## src/rtl/gray_pkg.sv

```systemverilog
// Shared constants for the Gray-count monitor: sample width and FSM encoding.
// No logic; pure declarations.
// Imported by gray2bin and gray_monitor.
package gray_pkg;

  localparam int GRAY_W = 3;

  // 2-bit FSM encoding
  localparam logic [1:0] ST_IDLE   = 2'd0;  // no baseline captured yet
  localparam logic [1:0] ST_TRACK  = 2'd1;  // checking every sample against prev+1
  localparam logic [1:0] ST_RESYNC = 2'd2;  // after a violation, waiting for a new baseline

endpackage

```

## src/rtl/gray2bin.sv

```systemverilog
// Combinational 3-bit Gray-to-binary converter.
// Zero latency (pure logic).
// No handshake; output follows input.
module gray2bin
  import gray_pkg::*;
(
  input  logic [GRAY_W-1:0] i_gray,
  output logic [GRAY_W-1:0] o_bin
);

  // Each binary bit is the XOR of all Gray bits at or above it
  assign o_bin = {i_gray[2], i_gray[2] ^ i_gray[1], i_gray[2] ^ i_gray[1] ^ i_gray[0]};

endmodule

```

## src/rtl/gray_monitor.sv

```systemverilog
// Converts an upstream 3-bit Gray count to binary and checks its step sequence.
// One cycle from a Valid sample to Bin/Bin_valid and any Wrap/Step_err pulse.
// No backpressure; every Valid sample is accepted unless Clear is high.
module gray_monitor
  import gray_pkg::*;
#(
  parameter int CNT_W = 8
) (
  input  logic              i_clk,
  input  logic              i_rst_n,
  input  logic              i_valid,
  input  logic [GRAY_W-1:0] i_gray,
  input  logic              i_overflow,
  input  logic              i_clear,
  output logic [GRAY_W-1:0] o_bin,
  output logic              o_bin_valid,
  output logic              o_wrap,
  output logic              o_step_err,
  output logic              o_err_flag,
  output logic [CNT_W-1:0]  o_err_cnt,
  output logic [CNT_W-1:0]  o_wrap_cnt,
  output logic              o_locked
);

  logic [1:0]        r_state;
  logic [GRAY_W-1:0] r_bin;      // doubles as the "prev" value for step checking
  logic              r_bin_valid;
  logic              r_wrap;
  logic              r_step_err;
  logic              r_err_flag;
  logic [CNT_W-1:0]  r_err_cnt;
  logic [CNT_W-1:0]  r_wrap_cnt;

  logic [GRAY_W-1:0] w_bin;
  logic [GRAY_W-1:0] w_expect;
  logic              w_prev_max;
  logic              w_legal;

  gray2bin u_gray2bin (
    .i_gray (i_gray),
    .o_bin  (w_bin)
  );

  assign w_expect   = r_bin + GRAY_W'(1);
  assign w_prev_max = (r_bin == '1);
  // A step is legal only if it advances by one and the overflow flag marks exactly the 7->0 step
  assign w_legal    = (w_bin == w_expect) && (i_overflow == w_prev_max);

  // FSM, sample capture, one-cycle pulses and counters
  always_ff @(posedge i_clk or negedge i_rst_n) begin
    if (!i_rst_n) begin
      r_state     <= ST_IDLE;
      r_bin       <= '0;
      r_bin_valid <= 1'b0;
      r_wrap      <= 1'b0;
      r_step_err  <= 1'b0;
      r_err_flag  <= 1'b0;
      r_err_cnt   <= '0;
      r_wrap_cnt  <= '0;
    end else begin
      r_bin_valid <= 1'b0;
      r_wrap      <= 1'b0;
      r_step_err  <= 1'b0;
      if (i_clear) begin
        // Clear wins over a coincident sample; Bin keeps its last value
        r_state    <= ST_IDLE;
        r_err_flag <= 1'b0;
        r_err_cnt  <= '0;
        r_wrap_cnt <= '0;
      end else if (i_valid) begin
        r_bin       <= w_bin;
        r_bin_valid <= 1'b1;
        case (r_state)
          ST_TRACK: begin
            if (w_legal) begin
              if (w_prev_max) begin
                r_wrap     <= 1'b1;
                r_wrap_cnt <= r_wrap_cnt + CNT_W'(1);
              end
            end else begin
              r_step_err <= 1'b1;
              r_err_flag <= 1'b1;
              if (r_err_cnt != '1) begin
                r_err_cnt <= r_err_cnt + CNT_W'(1);
              end
              r_state <= ST_RESYNC;
            end
          end
          // IDLE and RESYNC both take the sample as an unchecked baseline
          default: r_state <= ST_TRACK;
        endcase
      end
    end
  end

  assign o_bin       = r_bin;
  assign o_bin_valid = r_bin_valid;
  assign o_wrap      = r_wrap;
  assign o_step_err  = r_step_err;
  assign o_err_flag  = r_err_flag;
  assign o_err_cnt   = r_err_cnt;
  assign o_wrap_cnt  = r_wrap_cnt;
  assign o_locked    = (r_state == ST_TRACK);

endmodule

```

## config.mk

```make
export PLATFORM = sky130hd
export DESIGN_NAME = gray_monitor
export DESIGN_NICKNAME = d
export VERILOG_FILES = /design/src/rtl/gray_pkg.sv /design/src/rtl/gray2bin.sv /design/src/rtl/gray_monitor.sv
export SDC_FILE = /design/constraint.sdc
export NUM_CORES = 1
export LEC_CHECK = 0
export CAP_MARGIN = 10
export CORE_MARGIN = 2
export CORE_UTILIZATION = 55
export DETAILED_ROUTE_END_ITERATION = 12
export DONT_BUFFER_PORTS = 1
export GPL_ROUTABILITY_DRIVEN = 0
export PLACE_DENSITY = 0.85
export SLEW_MARGIN = 20
export SYNTH_ARGS = -nofsm -noshare
export SYNTH_HDL_FRONTEND = slang
export SYNTH_SLANG_ARGS = --single-unit
export TNS_END_PERCENT = 100
```

## constraint.sdc

```tcl
create_clock -name i_clk -period 2.27 [get_ports i_clk]
set_input_delay 0.1135 -clock i_clk [delete_from_list [all_inputs] [get_ports i_clk]]
set_output_delay 0.1135 -clock i_clk [all_outputs]
set_load 0.02 [all_outputs]
```

# Word-level counts from Yosys, hierarchy flattened
# Index checks and enable logic that the tools add are counted.
[word_totals]
wordCells = 61
register_bits = 25
output_inout_bits = 24
in_bits = 8
[op_classes]
bitwise = 3
n_eq_ne = 7
add_sub_neg = 3
n_mux = 29
reduce_logical = 11
[ops]
columns = ["cell", "n"]
rows = [
  ["two-way mux 8 bit", 10],
  ["adder 8 x 1 -> 8 bit (second input constant)", 2],
  ["two-way mux 1 bit", 15],
  ["nonzero test 2 bit", 5],
  ["two-way mux 2 bit", 4],
  ["inequality test 8 bit (second input constant)", 1],
  ["AND reduction 4 bit", 2],
  ["AND reduction 2 bit", 2],
  ["adder 3 x 1 -> 3 bit (second input constant)", 1],
  ["== test 3 bit", 1],
  ["== test 3 bit (second input constant)", 1],
  ["inequality test 3 bit (second input constant)", 1],
  ["AND reduction 3 bit", 1],
  ["== test 2 x 1 -> 1 bit (second input constant)", 1],
  ["inequality test 2 bit (second input constant)", 1],
  ["XOR 1 bit", 2],
  ["== test 1 bit", 1],
  ["logical AND 1 bit", 1],
  ["NOT 1 bit", 1],
]

# Logic depth before layout (Yosys ltp)
[depth]
depth_word = 8
mapped_depth = 8
depth_no_buf = 7

# Cells and area by module
# Synthesis repeated with hierarchy kept, for this count alone.
[unflattened]
cells_unflattened = 127
hier_area_um2 = 1315.0
[modules_own_cells]
columns = ["module", "seq_area_each_um2", "area_each_um2", "n_inst", "cells_each"]
rows = [
  ["gray_monitor", 625.6, 1275.0, 1, 124],
  ["gray2bin", 0.0, 40.0, 1, 3],
]

# Worst setup path after synthesis
# Ideal clock, no wire load.
[synth_path]
path_type = "flip-flop to flip-flop"
from = "register r_bin[0] (netlist: o_bin[0])"
to = "register r_err_cnt[5] (netlist: o_err_cnt[5])"
required_ns = 2.192
stages_incl_launch_ff = 7
setup_slack_ns = -0.019
arrival_ns = 2.211
path_cell_list = "dfrtp_1 -> ha_1 -> xnor2_1 -> mux2i_4 -> o31ai_4 -> or4_1 -> a21oi_1"
[synth_between]
elab_chain_len = 5
word_cells_on_any_way = 7
[synth_rtl]
columns = ["element", "line_no", "source"]
rows = [
  ["start: declaration", "gray_monitor.sv:26", "logic [GRAY_W-1:0] r_bin; // doubles as the \"prev\" value for step checking"],
  ["start signal: assignment", "gray_monitor.sv:71", "r_bin <= w_bin;"],
  ["adder 3 x 1 -> 3 bit or == test 3 bit (tied branches)", "gray_monitor.sv:44, gray_monitor.sv:45", ""],
  ["== test 3 bit or == test 1 bit (tied branches)", "gray_monitor.sv:47", "assign w_legal = (w_bin == w_expect) && (i_overflow == w_prev_max);"],
  ["logical AND 1 bit *", "gray_monitor.sv:47", ""],
  ["inequality test 2 bit (no line) *", "-", ""],
  ["AND reduction 4 bit (no line) *", "-", ""],
  ["end signal: assignment", "gray_monitor.sv:84", "r_err_cnt <= r_err_cnt + CNT_W'(1);"],
  ["end: declaration", "gray_monitor.sv:31", "logic [CNT_W-1:0] r_err_cnt;"],
]
# Every way passes the cells marked *; elsewhere a longest branch is shown, timed or not.
# A chain may end at the register's enable or synchronous reset.

# Final worst setup path
[layout_path]
from = "register r_bin[0] (netlist: o_bin[0])"
to = "register r_err_cnt[4] (netlist: o_err_cnt[4])"
# The elaborated chain is that of the path after synthesis.

==> impl_metrics.csv <==
group,metric,value,unit
status,status,"finished, final reports clean",
pwr,pwr-share-comb,0.285,
sta,maxSlewViolCount,0,
pwr,p_sw,311,µW
hold_path,worstHoldStart,"i_gray[0]",
die,io_pins,32,
critical_path,crit_chain,"ha_4 > xnor2_2 > mux2i_4 > o31ai_4 > buf_4 > or4_1 > a21oi_1",
detailed_routing,drt-total-wl,3020,µm
critical_path,r2r-end,"o_err_cnt[4]$_DFFE_PN0P_",
detailed_routing,first_pass_iters,4,
critical_path,crit_required,2540,ps
sta,tns,0,ps
cells_and_area,drive_gt1_frac,0.194,
global_route,antenna_found_initial,0,
critical_path,cpMaxStageDelayCell,"or4_1",
clock_tree,path_clk_slew,140,ps
global_route,grt_pass1_vias,979,
cells_and_area,finalNetCount,157,
sta,fin_crit,2230,ps
place,numPortBuffers,0,
synthesis,syn_inst,127,
sta,min_period_over_period,0.980,
place,dp_slack,-30.7,ps
sta,tightest_slew,732,ps
critical_path,r2r-start,"o_bin[0]$_DFFE_PN0P_",
detailed_routing,avgViaCountPerCell,6.10,
synthesis,avgSynthCellArea,10.5,µm²
sta,relSlewSlack,0.511,
synthesis,synth-async-reset-ratio,1.00,
sta,fin_skew,8.04,ps
pwr,intPower,665,µW
die,core_area,0.00225,mm²
die,fp.dieH,53.3,µm
critical_path,ff2ff_path_depth,7,
pwr,power.share.clock,0.218,
place,dpl_cell_area,0.00139,mm²
critical_path,arrival,2490,ps
synthesis,synth_edf_count,0,
cells_and_area,synthToLayoutAreaGrowth,17.2,%
detailed_routing,vias,1049,
clock_tree,cts_buffers,3,
hold_path,holdCritPathClass,"primary input to flip-flop",
critical_path,cp.depth,7,
pwr,power.ir.vdd_worst,0.000381,V
detailed_routing,wl_per_cell,17.6,µm
clock_tree,htree_levels,1,
sta,holdWs,35.2,ps
pwr,p_per_area,623,mW/mm²
global_route,grt.overflow.total,0,
synthesis,seq_area_frac_synth,0.468,
sta,rsz0062_at_grt,"false",
critical_path,start_kind,"flip-flop",
global_route,track_usage,0.216,
critical_path,end_kind,"flip-flop",
flow_run,drv_cap,0,
pwr,static-leakage-power,0.000637,µW
critical_path,r2r_slack,40,ps
detailed_routing,drt.antenna.violating_nets,0,
clock_tree,clk_latency,340,ps
die,start_util,0.593,
die,die-area,0.00284,mm²
clock_tree,cts.sinks,25,
detailed_routing,drc,0,
clock_tree,tritoncts,"done",
die,die_x,53.3,µm
synthesis,mappedNetlistArea,0.00134,mm²
sta,max_freq,0.449,GHz
cells_and_area,final_common_cell,"dfrtp_1",
synthesis,synth_cell_type_count,38,
sta,finalWorstSetupSlack,44.4,ps
synthesis,synthFlopType,"dfrtp_1",
global_route,grt_pass1_wl,4410,µm
critical_path,max_stage_delay,460,ps
pwr,switching_share,0.319,
sta,hold_viol_final,0,
critical_path,criticalPathCategory,"flip-flop to flip-flop",
critical_path,path_buf_inv,1,
synthesis,synth_warnings,0,
hold_path,min_to,"o_bin[0]$_DFFE_PN0P_",
clock_tree,cts_root_buffer,"clkbuf_4",
cells_and_area,antenna_cells,0,
hold_path,hold_path_depth,2,
global_route,grt_max_degree,26,
critical_path,crit_fanout,7,
die,rows,17,
cells_and_area,layout_common_cells,"dfrtp_1 (25), nor2_1 (10), buf_4 (10)",
place,hpwl,2050,µm
detailed_routing,initialDrtViolationCount,36,
sta,setup_viol,0,
clock_tree,cts_buffer_depth,2,
cells_and_area,final_area,0.00157,mm²
synthesis,syn_nets,139,
synthesis,ys_seq_elements,25,
pwr,power_frac_seq,0.497,
critical_path,critPathTopFamily,"simple AND/OR/NAND/NOR gates",
[registers in the layout, summed over array words and instances, names as in the netlist]
name,count
o_bin,3
o_bin_valid,1
o_err_cnt,8
o_err_flag,1
o_step_err,1
o_wrap,1
o_wrap_cnt,8
r_state,2
[stage by stage]
| stage | power [µW] | std cells | utilization |
|---|---|---|---|
| 6_report | 976 | 172 | 0.695 |
| 3_5_place_dp | 679 | 156 | 0.617 |
| 3_3_place_gp | 668 | 156 | 0.617 |
| 5_1_grt | 1020 | 172 | 0.695 |
| 2_1_floorplan | 642 | 127 | - |
| 4_1_cts | 919 | 166 | 0.660 |
[kinds of logic (layout without fill, tap and decap cells)]
| family | Yosys count | after routing | share of synthesized area |
|---|---|---|---|
| compound gates | 20 | 20 | 0.115 |
| flops | 25 | 25 | 0.468 |
| fa+ha+maj | 4 | 4 | 0.0375 |
| buf+inv | 10 | 27 | 0.0337 |
| mux | 4 | 4 | 0.0412 |
| xor+xnor | 13 | 13 | 0.0965 |
| simple gates | 51 | 51 | 0.208 |
[synthesized netlist by cell type, types with 2 or more instances]
library cell / count / area, µm²
and2_1: 2 / 12.5
nand2_1: 7 / 26.3
nor2_1: 11 / 41.3
a21oi_1: 6 / 30.0
xor2_1: 2 / 17.5
o41ai_1: 3 / 26.3
and4_1: 2 / 17.5
nor4_1: 5 / 31.3
or4_1: 3 / 22.5
nor3_1: 4 / 20.0
o31ai_1: 2 / 15.0
or3_1: 3 / 18.8
ha_1: 4 / 50.1
o21ai_0: 3 / 15.0
nand3_1: 5 / 25.0
mux2_2: 2 / 22.5
nand2b_1: 2 / 12.5
xnor2_1: 9 / 78.8
inv_1: 7 / 26.3
dfrtp_1: 25 / 626
clkbuf_1: 2 / 7.51
nand4_1: 2 / 12.5
[per-layer routing]
metal | vias up | wire length [µm] | GRT usage
met5 | - | 0 | 0
met4 | 0 | 112 | 0.0940
met3 | 9 | 167 | 0.0678
met2 | 40 | 1540 | 0.358
met1 | 507 | 1210 | 0.254
li1 | 493 | - | -
[repair_timing]
item,CTS,global route
gates resized for setup,0,7
pin swaps,1,4
buffers inserted,1,6
setup endpoints to repair,5,6
hold endpoints to repair,45,0
hold buffers,5,0
[power groups by stage]
stage                     registers (µW)  logic (µW)  clock network, µW
after floorplan                      500         141                  0
after detailed placement             489         189                  0
after CTS                            480         223                215
after global placement               487         181                  0
final                                485         278                213
after global routing                 488         296                241
[worst max path at each step]
stage | from | to
5_1_grt | o_bin[0]$_DFFE_PN0P_ | o_err_cnt[4]$_DFFE_PN0P_
6_report | o_bin[0]$_DFFE_PN0P_ | o_err_cnt[4]$_DFFE_PN0P_
2_1_floorplan | o_bin[0]$_DFFE_PN0P_ | o_err_cnt[5]$_DFFE_PN0P_
3_3_place_gp | o_bin[0]$_DFFE_PN0P_ | o_err_cnt[5]$_DFFE_PN0P_
3_5_place_dp | o_bin[0]$_DFFE_PN0P_ | o_err_cnt[7]$_DFFE_PN0P_
4_1_cts | o_bin[0]$_DFFE_PN0P_ | o_err_cnt[7]$_DFFE_PN0P_
[layout make-up]
cell class | instances | area [µm²]
multi-input cells | 92 | 703
clock buffers | 3 | 22.5
inverters | 7 | 26.3
fillers | 168 | 688
well taps | 28 | 35.0
repair buffers | 16 | 146
flip-flops and latches | 25 | 626
clock inverters | 1 | 7.51
Note: power is estimated with default switching activity, not from simulation.
